### src/rtl/wakeup_cam_init_if.sv
// Dispatch-side bundle between the partition config controller, the init sequencer and the wakeup CAM.
// With WAKEUP_INIT_PERF_EN defined the bundle also carries the init write-cycle counter.
interface wakeup_cam_init_if #(
    parameter int NUM_PARTS = 4,
    parameter int INDEX     = 4,
    parameter int WIDTH     = 8
);
    logic [NUM_PARTS-1:0] part_req;
    logic                 force_init;
    logic [INDEX-1:0]     cam_wr_addr;
    logic [WIDTH-1:0]     cam_wr_data;
    logic                 cam_we;
    logic [NUM_PARTS-1:0] part_active;
    logic                 ram_ready;
    logic                 dispatch_stall;
`ifdef WAKEUP_INIT_PERF_EN
    logic [15:0]          init_cycle_cnt;
`endif

`ifdef WAKEUP_INIT_PERF_EN
    modport master (output part_req, force_init,
                    input  cam_wr_addr, cam_wr_data, cam_we, part_active,
                           ram_ready, dispatch_stall, init_cycle_cnt);
    modport slave  (input  part_req, force_init,
                    output cam_wr_addr, cam_wr_data, cam_we, part_active,
                           ram_ready, dispatch_stall, init_cycle_cnt);
`else
    modport master (output part_req, force_init,
                    input  cam_wr_addr, cam_wr_data, cam_we, part_active,
                           ram_ready, dispatch_stall);
    modport slave  (input  part_req, force_init,
                    output cam_wr_addr, cam_wr_data, cam_we, part_active,
                           ram_ready, dispatch_stall);
`endif
endinterface

### src/rtl/wakeup_cam_init_ctrl.sv
// Wakeup-CAM partition init sequencer: writes RESET_VAL through every entry of newly activated partitions.
// Optional WAKEUP_INIT_PERF_EN adds a saturating count of init write cycles.
//
//   state | meaning
//   IDLE  | watching for newly requested partitions, applying deactivations
//   INIT  | walking pending partitions lowest-first, one entry per cycle
module wakeup_cam_init_ctrl #(
    parameter int               DEPTH         = 16,
    parameter int               INDEX         = 4,
    parameter int               WIDTH         = 8,
    parameter int               NUM_PARTS     = 4,
    parameter int               NUM_PARTS_LOG = 2,
    parameter logic [WIDTH-1:0] RESET_VAL     = '0
) (
    input logic               clk,
    input logic               reset,
    wakeup_cam_init_if.slave  bus
);
    localparam int CNT_W = INDEX - NUM_PARTS_LOG;
    localparam int PER   = DEPTH / NUM_PARTS;

    typedef enum logic {IDLE, INIT} state_t;

    state_t                   state;
    logic [NUM_PARTS-1:0]     applied;
    logic [NUM_PARTS-1:0]     pending;
    logic [NUM_PARTS_LOG-1:0] part_idx;
    logic [CNT_W-1:0]         cnt;
    logic                     ram_ready_q;

    logic [NUM_PARTS-1:0]     newly;
    logic [NUM_PARTS-1:0]     pend_next;
    logic                     last_entry;

    function automatic logic [NUM_PARTS_LOG-1:0] lowest(input logic [NUM_PARTS-1:0] m);
        lowest = '0;
        for (int i = NUM_PARTS - 1; i >= 0; i--) begin
            if (m[i]) lowest = NUM_PARTS_LOG'(i);
        end
    endfunction

    always_comb begin
        newly      = bus.force_init ? bus.part_req : (bus.part_req & ~applied);
        last_entry = (cnt == CNT_W'(PER - 1));
        pend_next  = pending & ~(NUM_PARTS'(1) << part_idx);
    end

    always_ff @(posedge clk or negedge reset) begin
        if (!reset) begin
            state       <= IDLE;
            applied     <= '0;
            pending     <= '0;
            part_idx    <= '0;
            cnt         <= '0;
            ram_ready_q <= 1'b0;
        end else begin
            case (state)
                IDLE: begin
                    // force re-init clears the applied mask so every requested partition is rewritten
                    applied <= bus.force_init ? '0 : (applied & bus.part_req);
                    if (newly != '0) begin
                        pending     <= newly;
                        part_idx    <= lowest(newly);
                        cnt         <= '0;
                        state       <= INIT;
                        ram_ready_q <= 1'b0;
                    end else begin
                        ram_ready_q <= 1'b1;
                    end
                end
                INIT: begin
                    if (last_entry) begin
                        cnt               <= '0;
                        applied[part_idx] <= 1'b1;
                        pending           <= pend_next;
                        if (pend_next != '0) begin
                            part_idx    <= lowest(pend_next);
                            ram_ready_q <= 1'b0;
                        end else begin
                            state       <= IDLE;
                            ram_ready_q <= 1'b1;
                        end
                    end else begin
                        cnt         <= cnt + 1'b1;
                        ram_ready_q <= 1'b0;
                    end
                end
                default: state <= IDLE;
            endcase
        end
    end

    assign bus.cam_we         = (state == INIT);
    assign bus.cam_wr_addr    = {part_idx, cnt};
    assign bus.cam_wr_data    = RESET_VAL;
    assign bus.part_active    = applied;
    assign bus.ram_ready      = ram_ready_q;
    // stall is combinational so dispatch is already blocked in the detection cycle and during reset
    assign bus.dispatch_stall = ~reset | (state == INIT) | ((state == IDLE) & (newly != '0));

`ifdef WAKEUP_INIT_PERF_EN
    logic [15:0] perf_cnt;

    always_ff @(posedge clk or negedge reset) begin
        if (!reset) begin
            perf_cnt <= '0;
        end else if ((state == INIT) && (perf_cnt != 16'hFFFF)) begin
            perf_cnt <= perf_cnt + 16'd1;
        end
    end

    assign bus.init_cycle_cnt = perf_cnt;
`endif
endmodule

### src/flat_wrapper.sv
// flat-port wrapper written by rule: the top's interface ports become plain ports
module wakeup_cam_init_ctrl_flat 
#(
    parameter int               DEPTH         = 16,
    parameter int               INDEX         = 4,
    parameter int               WIDTH         = 8,
    parameter int               NUM_PARTS     = 4,
    parameter int               NUM_PARTS_LOG = 2,
    parameter logic [WIDTH-1:0] RESET_VAL     = '0
)
  (clk, reset, bus_part_req, bus_force_init, bus_cam_wr_addr, bus_cam_wr_data, bus_cam_we, bus_part_active, bus_ram_ready, bus_dispatch_stall);
  wakeup_cam_init_if #(.NUM_PARTS(NUM_PARTS), .INDEX(INDEX), .WIDTH(WIDTH)) bus_i ();
  input logic clk;
  input logic reset;
  input wire logic [$bits(bus_i.part_req)-1:0] bus_part_req;
  input wire logic [$bits(bus_i.force_init)-1:0] bus_force_init;
  output wire logic [$bits(bus_i.cam_wr_addr)-1:0] bus_cam_wr_addr;
  output wire logic [$bits(bus_i.cam_wr_data)-1:0] bus_cam_wr_data;
  output wire logic [$bits(bus_i.cam_we)-1:0] bus_cam_we;
  output wire logic [$bits(bus_i.part_active)-1:0] bus_part_active;
  output wire logic [$bits(bus_i.ram_ready)-1:0] bus_ram_ready;
  output wire logic [$bits(bus_i.dispatch_stall)-1:0] bus_dispatch_stall;
  assign bus_i.part_req = bus_part_req;
  assign bus_i.force_init = bus_force_init;
  assign bus_cam_wr_addr = bus_i.cam_wr_addr;
  assign bus_cam_wr_data = bus_i.cam_wr_data;
  assign bus_cam_we = bus_i.cam_we;
  assign bus_part_active = bus_i.part_active;
  assign bus_ram_ready = bus_i.ram_ready;
  assign bus_dispatch_stall = bus_i.dispatch_stall;
  wakeup_cam_init_ctrl #(.DEPTH(DEPTH), .INDEX(INDEX), .WIDTH(WIDTH), .NUM_PARTS(NUM_PARTS), .NUM_PARTS_LOG(NUM_PARTS_LOG), .RESET_VAL(RESET_VAL)) u_core (.clk(clk), .reset(reset), .bus(bus_i));
endmodule
### config.mk
export PLATFORM = sky130hd
export DESIGN_NAME = wakeup_cam_init_ctrl_flat
export DESIGN_NICKNAME = d
export VERILOG_FILES = /design/src/rtl/wakeup_cam_init_if.sv /design/src/rtl/wakeup_cam_init_ctrl.sv /design/src/flat_wrapper.sv
export SDC_FILE = /design/constraint.sdc
export NUM_CORES = 1
export LEC_CHECK = 0
export ABC_AREA = 1
export ABC_CLOCK_PERIOD_IN_PS = 1100
export CAP_MARGIN = 30
export CORE_ASPECT_RATIO = 0.8
export CORE_UTILIZATION = 30
export CTS_BUF_LIST = sky130_fd_sc_hd__clkbuf_4
export CTS_CLUSTER_SIZE = 40
export DETAILED_ROUTE_END_ITERATION = 16
export GPL_TIMING_DRIVEN = 0
export PLACE_DENSITY = 0.57
export REMOVE_ABC_BUFFERS = 1
export SYNTH_ARGS = -nofsm -noshare
export SYNTH_HDL_FRONTEND = slang
export SYNTH_SLANG_ARGS = --single-unit
### constraint.sdc
create_clock -name clk -period 1.1 [get_ports clk]
set_input_delay 0.165 -clock clk [delete_from_list [all_inputs] [get_ports clk]]
set_output_delay 0.165 -clock clk [all_outputs]
set_load 0.01 [all_outputs]
# Word-level counts from Yosys, hierarchy flattened
# Index checks and enable logic that the tools add are counted.
# totals
reg_bits	14
inputBits	7
elab_cells	62
# classes
addsub	1
n_lt_le_gt_ge	2
eq_ne	4
n_shift	1
n_mux	32
n_bitwise	11
reduce_logical	5
# ops
operator	count
$mux 2	13
$mux 4	5
$pmux 4 s2	2
$and 4x4->4	3
$not 4->4	2
$pmux 2 s2	2
$reduce_bool 4->1	2
$mux 1	7
$ne 2x2->1 const B	2
$or 4x4->4	1
$pmux 1 s2	2
$shl 1x2->4 const A	1
$lt 2x3->1 const B	1
$reduce_and 3->1	1
$add 2x1->2 const B	1
$demux 1 s2	1
$eq 2x2->1 const B	1
$ge 2x1->1 const B	1
$ne 2x1->1 const B	1
$not 1->1	2
$or 1x1->1	2
$reduce_and 2->1	1
$and 1x1->1	1
$logic_and 1x1->1	1

# Logic depth before layout (Yosys ltp)
# Gate-level depths: netlist of the first run.
# depth
ltp_word	10
mapped_depth	9

# Least setup slack after synthesis of the first run
# OpenSTA, ideal clock, no wires.
# synth_timing
path_kind	reg2reg
startpoint	register u_core.cnt[0]
endpoint	register u_core.part_idx[1]
setup_ns	0.065
arrival_ns	1.194
required_time_ns	1.035
setup_slack_ns	-0.159
stages_incl_launch_ff	7
n_path_buf	0
period_less_slack_ns	1.259
cell_sequence	dfrtp_1 -> ha_1 -> nor2_1 -> inv_1 -> nand3_1 -> nand2_1 -> nand2_1
# synth_via
elab_chain_len	3
# synth_lines
element	line_no	source
from (decl)	wakeup_cam_init_ctrl.sv:28	logic [CNT_W-1:0] cnt;
from (signal assigned)	wakeup_cam_init_ctrl.sv:84	cnt <= cnt + 1'b1;
$eq 2x2->1	wakeup_cam_init_ctrl.sv:44	last_entry = (cnt == CNT_W'(PER - 1));
$ne 2x2->1 (no line)	--	
$reduce_and 3->1 (no line)	--	
to (signal assigned)	wakeup_cam_init_ctrl.sv:63	part_idx <= lowest(newly);
to (signal assigned)	wakeup_cam_init_ctrl.sv:77	part_idx <= lowest(pend_next);
to (decl)	wakeup_cam_init_ctrl.sv:27	logic [NUM_PARTS_LOG-1:0] part_idx;
# Every way passes these cells.
# A chain may end at the register's enable or synchronous reset.

# Worst setup path after layout of the first run
# layout_timing
startpoint	register u_core.applied[3], in the netlist u_core.bus.part_active[3]
endpoint	output bus_dispatch_stall
# layout_via
elab_chain_len	6
# layout_lines
element	line_no	source
from (decl)	wakeup_cam_init_ctrl.sv:25	logic [NUM_PARTS-1:0] applied;
from (signal assigned)	wakeup_cam_init_ctrl.sv:60	applied <= bus.force_init ? '0 : (applied & bus.part_req);
$not 4->4	wakeup_cam_init_ctrl.sv:43	newly = bus.force_init ? bus.part_req : (bus.part_req & ~applied);
$and 4x4->4	wakeup_cam_init_ctrl.sv:43	
$mux 4	wakeup_cam_init_ctrl.sv:43	
$reduce_bool 4->1	wakeup_cam_init_ctrl.sv:99	assign bus.dispatch_stall = ~reset | (state == INIT) | ((state == IDLE) & (newly != '0));
$and 1x1->1	wakeup_cam_init_ctrl.sv:99	
$or 1x1->1	wakeup_cam_init_ctrl.sv:99	
to (decl)	flat_wrapper.sv:22	output wire logic [$bits(bus_i.dispatch_stall)-1:0] bus_dispatch_stall;
# Every way passes these cells.

==> reports/metrics.csv, run 1 <==
metric,value,unit
clk sinks,14,
Yosys top cell area share,40.6,%
"most common cell after layout, fill and taps aside",nand2_1,
setup_tns,-3.12,ns
area share of fa/ha/maj cells after synthesis,1.45,%
vias in the first global route,905,
WS Path Type,register to primary output,
RSZ-0062 raised after global routing,yes,
static leakage,0.750,nW
Synth Area in XOR/XNOR,0,%
endpoint type of the worst setup path,primary output,
DP HPWL,1450,µm
CP max FO,2,
post-synthesis compound-gate area fraction,11.8,%
register area share after synthesis,40.6,%
synth unique cells,20,
multi-input logic area,541,µm²
setup ws final,-0.339,ns
Die Span Y,49.9,µm
Rel. slew slack,55.9,%
max-slew violations,0,
Core Box Area,2580,µm²
H-tree depth,1,
Mapped Area,862,µm²
yosys warns,0,
max incr delay on CP,0.37,ns
final-stage net count,183,
Tot GR Track Use,18.9,%
diode count,0,
"commonest non-fill, non-tap cells in the layout","nand2_1, buf_6, buf_4, dfrtp_1, inv_1",
Post-Synthesis Cells,121,
final hold viol count,0,
final wirelength,2720,µm
count of non-filler cells in the finished layout,210,
Setup crit start kind,register,
Clock Latency Late Sink,0.29,ns
largest area contributor in the netlist,dfrtp_1,
vias,973,
First-pass DRT Iterations,4,
Filler Cell Count,213,
grt ovf,0,
first-pass GRT wire length,4220,µm
Worst Path Required,0.94,ns
worst slew pin tran,0.662,ns
Initial Utilization,33.4,%
peak supply drop,1.25,mV
final antenna-violating net count,0,
min-delay worst type,primary input to asynchronous set/reset pin,
largest family of logic cells by synthesized area,simple AND/OR/NAND/NOR gates,
Max Cap Viol,0,
io pins,26,
initial antenna violation count,0,
final period utilization,131,%
First DRT Iteration DRCs,30,
Register Area,354,µm²
power density over the cells,2390,nW/µm²
TritonCTS clock tree,done,
area grow syn2layout,74.5,%
CP bufs+invs,2,
Clock Pin Slew Worst Setup and Hold Paths,0.09,ns
Rows,16,
Root Driver,clkbuf_4,
Yosys reg bits,14,
clk buf depth,2,
vias per cell,4.63,
status,finished with violations,
die area,3090,µm²
mux cell area share after synthesis,0,%
worst hold slack,0.00401,ns
Achievable Freq,695,MHz
violated checks,negative setup slack,
CP arrival,1.27,ns
Crit-path slowest cell,dfrtp_1,
drt wl/cell,13.0,µm
CTS Buf Count,3,
DRC viols,0,
Synth Area in Simple Gates,31.8,%
share of layout cells above drive strength 1,47.7,%
Tmin final,1.44,ns
crit path cell chain,inv_2 -> o21ai_2 -> nand2_2 -> nor2_4 -> nand2_1 -> buf_2,
Placed Cells,172,
port bufs,17,
GPL Wtd Cong,0.841,
largest net degree at the start of global routing,16,
Syn Area/Cell,7.12,µm²
top cell family by delay on the critical path,flip-flops,
Final Skew,0.00922,ns
synth top area cells,"dfrtp_1, nand2_1, buf_4, inv_1, nand3_1",
chip width,61.9,µm
endpoints failing setup,17,
[sequential cells by signal, summed over array words and instances, names as in the netlist]
| name | flops |
|---|---|
| u_core.bus.cam_we | 1 |
| u_core.bus.part_active | 4 |
| u_core.pending | 4 |
| u_core.part_idx | 2 |
| u_core.cnt | 2 |
| u_core.bus.ram_ready | 1 |
[where the power goes]
part           switching (W)  leakage (nW)  internal, W
clock network       0.000178        0.0154     0.000132
logic                0.00118         0.565      0.00123
registers           0.000151         0.170     0.000718
total                0.00151         0.750      0.00208
[path summary, 6_finish.rpt]
path / start / end / slack, ns / cells past startpoint
setup / recovery: u_core.bus.part_active[3] / bus_dispatch_stall / -0.34 / 6
hold / removal: reset / u_core.bus.part_active[0] / 0.004 / 1
setup reg to reg: u_core.bus.part_active[0] / u_core.part_idx[0] / -0.30 / 9
hold reg to reg: u_core.pending[3] / u_core.pending[3] / 0.52 / 2
max in group asynchronous: reset / u_core.bus.cam_we / 0.62 / 1
min in group clk: u_core.pending[3] / u_core.pending[3] / 0.52 / 2
[synthesized netlist by cell type]
master and instances:
nand2_1 39, dfrtp_1 14, inv_1 13, nor2_1 11, nand3_1 9, buf_4 8
o21ai_1 5, o21ai_0 4, a21oi_1 3, inv_2 2, nand4_1 2, nor2_4 2
o221ai_1 2, a21boi_1 1, clkbuf_1 1, conb_1 1, ha_1 1, nand2_2 1
o211ai_1 1, o311ai_0 1
[cells by family (layout without fill, tap and decap cells)]
| group | count (synthesis) | in the layout |
|---|---|---|
| and+or+nand+nor | 64 | 64 |
| AOI/OAI and AO/OA | 17 | 17 |
| DFF | 14 | 14 |
| other | 1 | 8 |
| adders and majority gates | 1 | 1 |
| buffers and inverters | 24 | 70 |
[area by class of cell]
cell class                      instances  area share, %
Clock inverter                          1          0.250
Tap cell                               36           3.00
Multi-Input combinational cell         90           35.9
Sequential cell                        14           23.5
Inverter                               15           3.91
Timing Repair Buffer                   51           31.9
Clock buffer                            3           1.50
[per-layer routing]
layer / track usage (%) / part of all wire, %
met5: 0 / 0
met4: 4.44 / 1.3
met3: 5.77 / 6.2
met2: 28.1 / 47
met1: 26.3 / 45
[metrics by stage]
step / setup slack [ns] / util, % / cell area [µm²] / total power, W
final: -0.339 / 58.2 / 1500 / 0.00359
after detailed placement: -0.879 / 40.3 / 1040 / 0.00219
after floorplan: -0.211 / - / 825 / 0.00167
after global placement: -0.871 / 40.3 / 1040 / 0.00218
after CTS: -0.349 / 55.8 / 1440 / 0.00334
after global routing: -0.433 / 58.2 / 1500 / 0.00387
[what timing repair did]
action	4_1_cts	5_1_grt
gates resized for setup	95	16
pin swaps	8	10
endpoints found under the setup margin	25	23
hold buffers	0	0
buffers inserted	34	10
(Power assumes the default switching activity.)
==> run 2: changes to the inputs <==
--- a/config.mk
+++ b/config.mk
@@ -6,15 +6,15 @@
 export NUM_CORES = 1
 export LEC_CHECK = 0
 export ABC_AREA = 1
-export ABC_CLOCK_PERIOD_IN_PS = 1100
+export ABC_CLOCK_PERIOD_IN_PS = 1400
 export CAP_MARGIN = 30
 export CORE_ASPECT_RATIO = 0.8
 export CORE_UTILIZATION = 30
 export CTS_BUF_LIST = sky130_fd_sc_hd__clkbuf_4
-export CTS_CLUSTER_SIZE = 40
+export CTS_CLUSTER_SIZE = 14
 export DETAILED_ROUTE_END_ITERATION = 16
 export GPL_TIMING_DRIVEN = 0
-export PLACE_DENSITY = 0.57
+export PLACE_DENSITY = 0.55
 export REMOVE_ABC_BUFFERS = 1
 export SYNTH_ARGS = -nofsm -noshare
 export SYNTH_HDL_FRONTEND = slang
==> constraint.sdc (replaced) <==
create_clock -name clk -period 1.4 [get_ports clk]
set_input_delay 0.21 -clock clk [delete_from_list [all_inputs] [get_ports clk]]
set_output_delay 0.21 -clock clk [all_outputs]
set_load 0.01 [all_outputs]
==> reports/metrics.csv, run 2 (synthesis gave the netlist of run 1 again) <==
metric,value,unit
Worst Path Required,1.19,ns
CP arrival,1.30,ns
Clock Pin Slew Worst Setup and Hold Paths,0.09,ns
Die Span Y,49.9,µm
endpoints failing setup,1,
port bufs,17,
First-pass DRT Iterations,5,
H-tree depth,1,
Core Box Area,2580,µm²
DP HPWL,1460,µm
final antenna-violating net count,0,
Achievable Freq,663,MHz
RSZ-0062 raised after global routing,yes,
drt wl/cell,11.6,µm
DRC viols,0,
vias in the first global route,733,
CP max FO,9,
Clock Latency Late Sink,0.28,ns
endpoint type of the worst setup path,primary output,
worst slew pin tran,0.671,ns
Initial Utilization,33.4,%
area grow syn2layout,37.0,%
final hold viol count,0,
Setup Slack @ Placement,-0.656,ns
chip width,61.9,µm
Rows,16,
final period utilization,108,%
final wirelength,2150,µm
peak supply drop,0.827,mV
WS Path Type,register to primary output,
TritonCTS clock tree,done,
Tot GR Track Use,15.1,%
worst hold slack,0.0658,ns
Root Driver,clkbuf_4,
Register Area,354,µm²
power density over the cells,1780,nW/µm²
violated checks,negative setup slack,
Final Skew,0.00387,ns
Setup crit start kind,register,
Tmin final,1.51,ns
max-slew violations,0,
clk sinks,14,
vias per cell,4.68,
CTS Buf Count,3,
Filler Cell Count,277,
Rel. slew slack,55.3,%
clk buf depth,2,
status,finished with violations,
setup ws final,-0.107,ns
diode count,0,
grt ovf,0,
final-stage net count,158,
io pins,26,
multi-input logic area,468,µm²
"commonest non-fill, non-tap cells in the layout","nand2_1, inv_1, dfrtp_1",
share of layout cells above drive strength 1,25.5,%
first-pass GRT wire length,3400,µm
"most common cell after layout, fill and taps aside",nand2_1,
largest net degree at the start of global routing,16,
fin util,45.7,%
min-delay worst type,primary input to asynchronous set/reset pin,
GPL Wtd Cong,0.819,
static leakage,0.636,nW
setup_tns,-0.107,ns
First DRT Iteration DRCs,29,
vias,866,
initial antenna violation count,0,
die area,3090,µm²
Max Cap Viol,0,
[run 2: changes by cell type in the layout (fill, tap and decap cells not counted), sizes merged]
cell,previous run,this run
buf,44,10
dlygate4sd2,2,8
dlymetal6s2s,0,3
clkbuf,3,4
clkdlybuf4s15,1,0
[run 2: critical path, cell delays in order, from the launching register on]
cell     delay [ns]
dfrtp_2        0.44
inv_4          0.12
nand3_2        0.11
nor2_4         0.13
nand2_1        0.05
buf_2          0.16
[run 2: power breakdown]
group | switching, W | internal, W
Combinational | 0.000702 | 0.000505
Sequential | 0.0000984 | 0.000564
Clock | 0.000134 | 0.000103
[run 2: metal layers]
| layer | global-route usage, % | up-vias | share of wire, % |
|---|---|---|---|
| li1 | - | 431 | - |
| met1 | 21.1 | 396 | 48 |
| met2 | 22.4 | 37 | 43 |
| met3 | 5.77 | 2 | 7.9 |
| met4 | 2.22 | 0 | 0.70 |
| met5 | 0 | - | 0 |
[run 2: path summary, 6_finish.rpt]
path	cells past startpoint	slack, ns	from	endpoint
worst min register to register	1	0.50	u_core.cnt[0]	u_core.cnt[0]
worst max-delay path	5	-0.11	u_core.bus.cam_we	bus_dispatch_stall
min in group clk	1	0.50	u_core.cnt[0]	u_core.cnt[0]
worst max register to register	9	0.09	u_core.part_idx[0]	u_core.part_idx[0]
worst min-delay path	1	0.07	reset	u_core.bus.ram_ready
max in group asynchronous	1	0.87	reset	u_core.part_idx[0]
[run 2: stage by stage]
step	total power, W	area [µm²]	instances
after floorplan	0.00131	825	119
after global placement	0.00172	1040	172
after detailed placement	0.00173	1040	172
after CTS	0.00202	1130	184
after global routing	0.00231	1180	185
final	0.00211	1180	185
[run 2: layout make-up]
class	count	share of cell area, %
Timing Repair Buffer	26	19.4
Tap cell	36	3.81
Clock inverter	1	0.318
Sequential cell	14	30.0
Inverter	15	4.98
Clock buffer	3	1.91
Multi-Input combinational cell	90	39.6
[run 2: timing repair]
action | in CTS | in global routing
buffers inserted | 8 | 1
endpoints found under the setup margin | 17 | 12
gates resized for setup | 23 | 18
pin swaps | 1 | 2
hold buffers | 0 | 0
==> run 3: changes to the inputs <==
--- a/config.mk
+++ b/config.mk
@@ -14,7 +14,7 @@
 export CTS_CLUSTER_SIZE = 14
 export DETAILED_ROUTE_END_ITERATION = 16
 export GPL_TIMING_DRIVEN = 0
-export PLACE_DENSITY = 0.55
+export PLACE_DENSITY = 0.58
 export REMOVE_ABC_BUFFERS = 1
 export SYNTH_ARGS = -nofsm -noshare
 export SYNTH_HDL_FRONTEND = slang
==> reports/metrics.csv, run 3 (synthesis gave the netlist of run 1 again) <==
metric,value,unit
Rel. slew slack,56.1,%
area grow syn2layout,39.8,%
Achievable Freq,676,MHz
setup ws final,-0.0798,ns
Clock Pin Slew Worst Setup and Hold Paths,0.09,ns
endpoints failing setup,1,
Worst Path Required,1.19,ns
CTS Buf Count,3,
Filler Cell Count,266,
setup_tns,-0.0798,ns
endpoint type of the worst setup path,primary output,
worst slew pin tran,0.659,ns
largest net degree at the start of global routing,16,
die area,3090,µm²
total power,0.00219,W
TritonCTS clock tree,done,
H-tree depth,1,
port bufs,17,
vias,879,
First-pass DRT Iterations,4,
grt ovf,0,
WS Path Type,register to primary output,
Max Cap Viol,0,
First DRT Iteration DRCs,33,
CP max FO,2,
Tot GR Track Use,16.8,%
# hold bufs at CTS,0,
Die Span Y,49.9,µm
status,finished with violations,
final-stage net count,161,
io pins,26,
R2R cell count,8,
initial antenna violation count,0,
Setup Slack @ Placement,-0.671,ns
peak supply drop,0.729,mV
clk buf depth,2,
worst reg2reg setup slack,0.07,ns
drt wl/cell,12.2,µm
Rows,16,
"commonest non-fill, non-tap cells in the layout","nand2_1, inv_1, buf_4, dfrtp_1",
reg2reg start,u_core.bus.cam_we,
max-slew violations,0,
Final Skew,0.00320,ns
static leakage,0.651,nW
worst hold slack,0.0487,ns
Root Driver,clkbuf_4,
clk sinks,14,
min-delay worst type,primary input to asynchronous set/reset pin,
CP arrival,1.27,ns
vias per cell,4.68,
chip width,61.9,µm
final antenna-violating net count,0,
diode count,0,
final period utilization,106,%
Tmin final,1.48,ns
Setup crit start kind,register,
crit path from,u_core.bus.part_active[3],
RSZ-0062 raised after global routing,yes,
share of layout cells above drive strength 1,27.6,%
vias in the first global route,799,
final wirelength,2290,µm
GPL Wtd Cong,0.847,
Clock Latency Late Sink,0.29,ns
DP HPWL,1530,µm
power density over the cells,1820,nW/µm²
Initial Utilization,33.4,%
"most common cell after layout, fill and taps aside",nand2_1,
first-pass GRT wire length,3720,µm
violated checks,negative setup slack,
worst flop-to-flop path endpoint,u_core.part_idx[1],
Core Box Area,2580,µm²
DRC viols,0,
final hold viol count,0,
[run 3: cell types whose count changed in the layout (fill, tap and decap cells not counted)]
cell,change
nand2_2,-1
nand2_1,+1
o21ai_2,+1
nor2_4,-1
a21boi_1,-1
o21ai_1,-1
buf_4,+3
clkdlybuf4s15_1,+1
dlygate4sd2_1,-1
a21boi_2,+1
o311ai_1,+1
o311ai_0,-1
nor2_2,+1
[run 3: worst max-delay path by stage]
stage                         endpoint  slack, ns  cells past startpoint
floorplan           u_core.part_idx[1]       0.09                      6
global placement    bus_dispatch_stall      -0.66                      8
detailed placement  bus_dispatch_stall      -0.67                      8
CTS                 bus_dispatch_stall      -0.09                      6
global route        bus_dispatch_stall      -0.16                      6
finish              bus_dispatch_stall      -0.08                      6
[run 3: what timing repair did]
action / in CTS / in global routing
setup buffers: 10 / 2
resized for setup: 23 / 20
pin swaps: 1 / 5
setup endpoints to repair: 17 / 13
[run 3: final cells by class]
class                   instances  area (µm²)  area share, %
repair buffers                 29         253           21.0
multi-input cells              90         468           38.8
well taps                      36        45.0           3.74
inverters                      15        58.8           4.88
clock inverters                 1        3.75          0.312
clock buffers                   3        22.5           1.87
flip-flops and latches         14         354           29.4
[run 3: critical path: stages, from the launching register on]
cell and delay, ns:
dfrtp_1 0.36, inv_1 0.06, o21ai_2 0.14, nand2_2 0.09, nor2_4 0.12, nand2_1 0.05, buf_2 0.16
[run 3: metal layers]
metal  vias up  wire length, µm  GRT usage [%]
met2        30              999           23.1
met3         4              164           5.77
li1        436                -              -
met1       409             1090           23.3
met5         -                0              0
met4         0               34           7.04
[run 3: report_power, final]
part | internal (W) | switching, W
Clock | 0.000104 | 0.000141
Combinational | 0.000558 | 0.000729
Sequential | 0.000564 | 0.0000931
Total | 0.00123 | 0.000963
[run 3: metrics by stage]
| stage | utilization, % | instances | cell area (µm²) |
|---|---|---|---|
| after detailed placement | 40.3 | 172 | 1040 |
| after global placement | 40.3 | 172 | 1040 |
| after floorplan | - | 119 | 825 |
| after global routing | 46.7 | 188 | 1200 |
| after CTS | 44.5 | 186 | 1150 |
| final | 46.7 | 188 | 1200 |
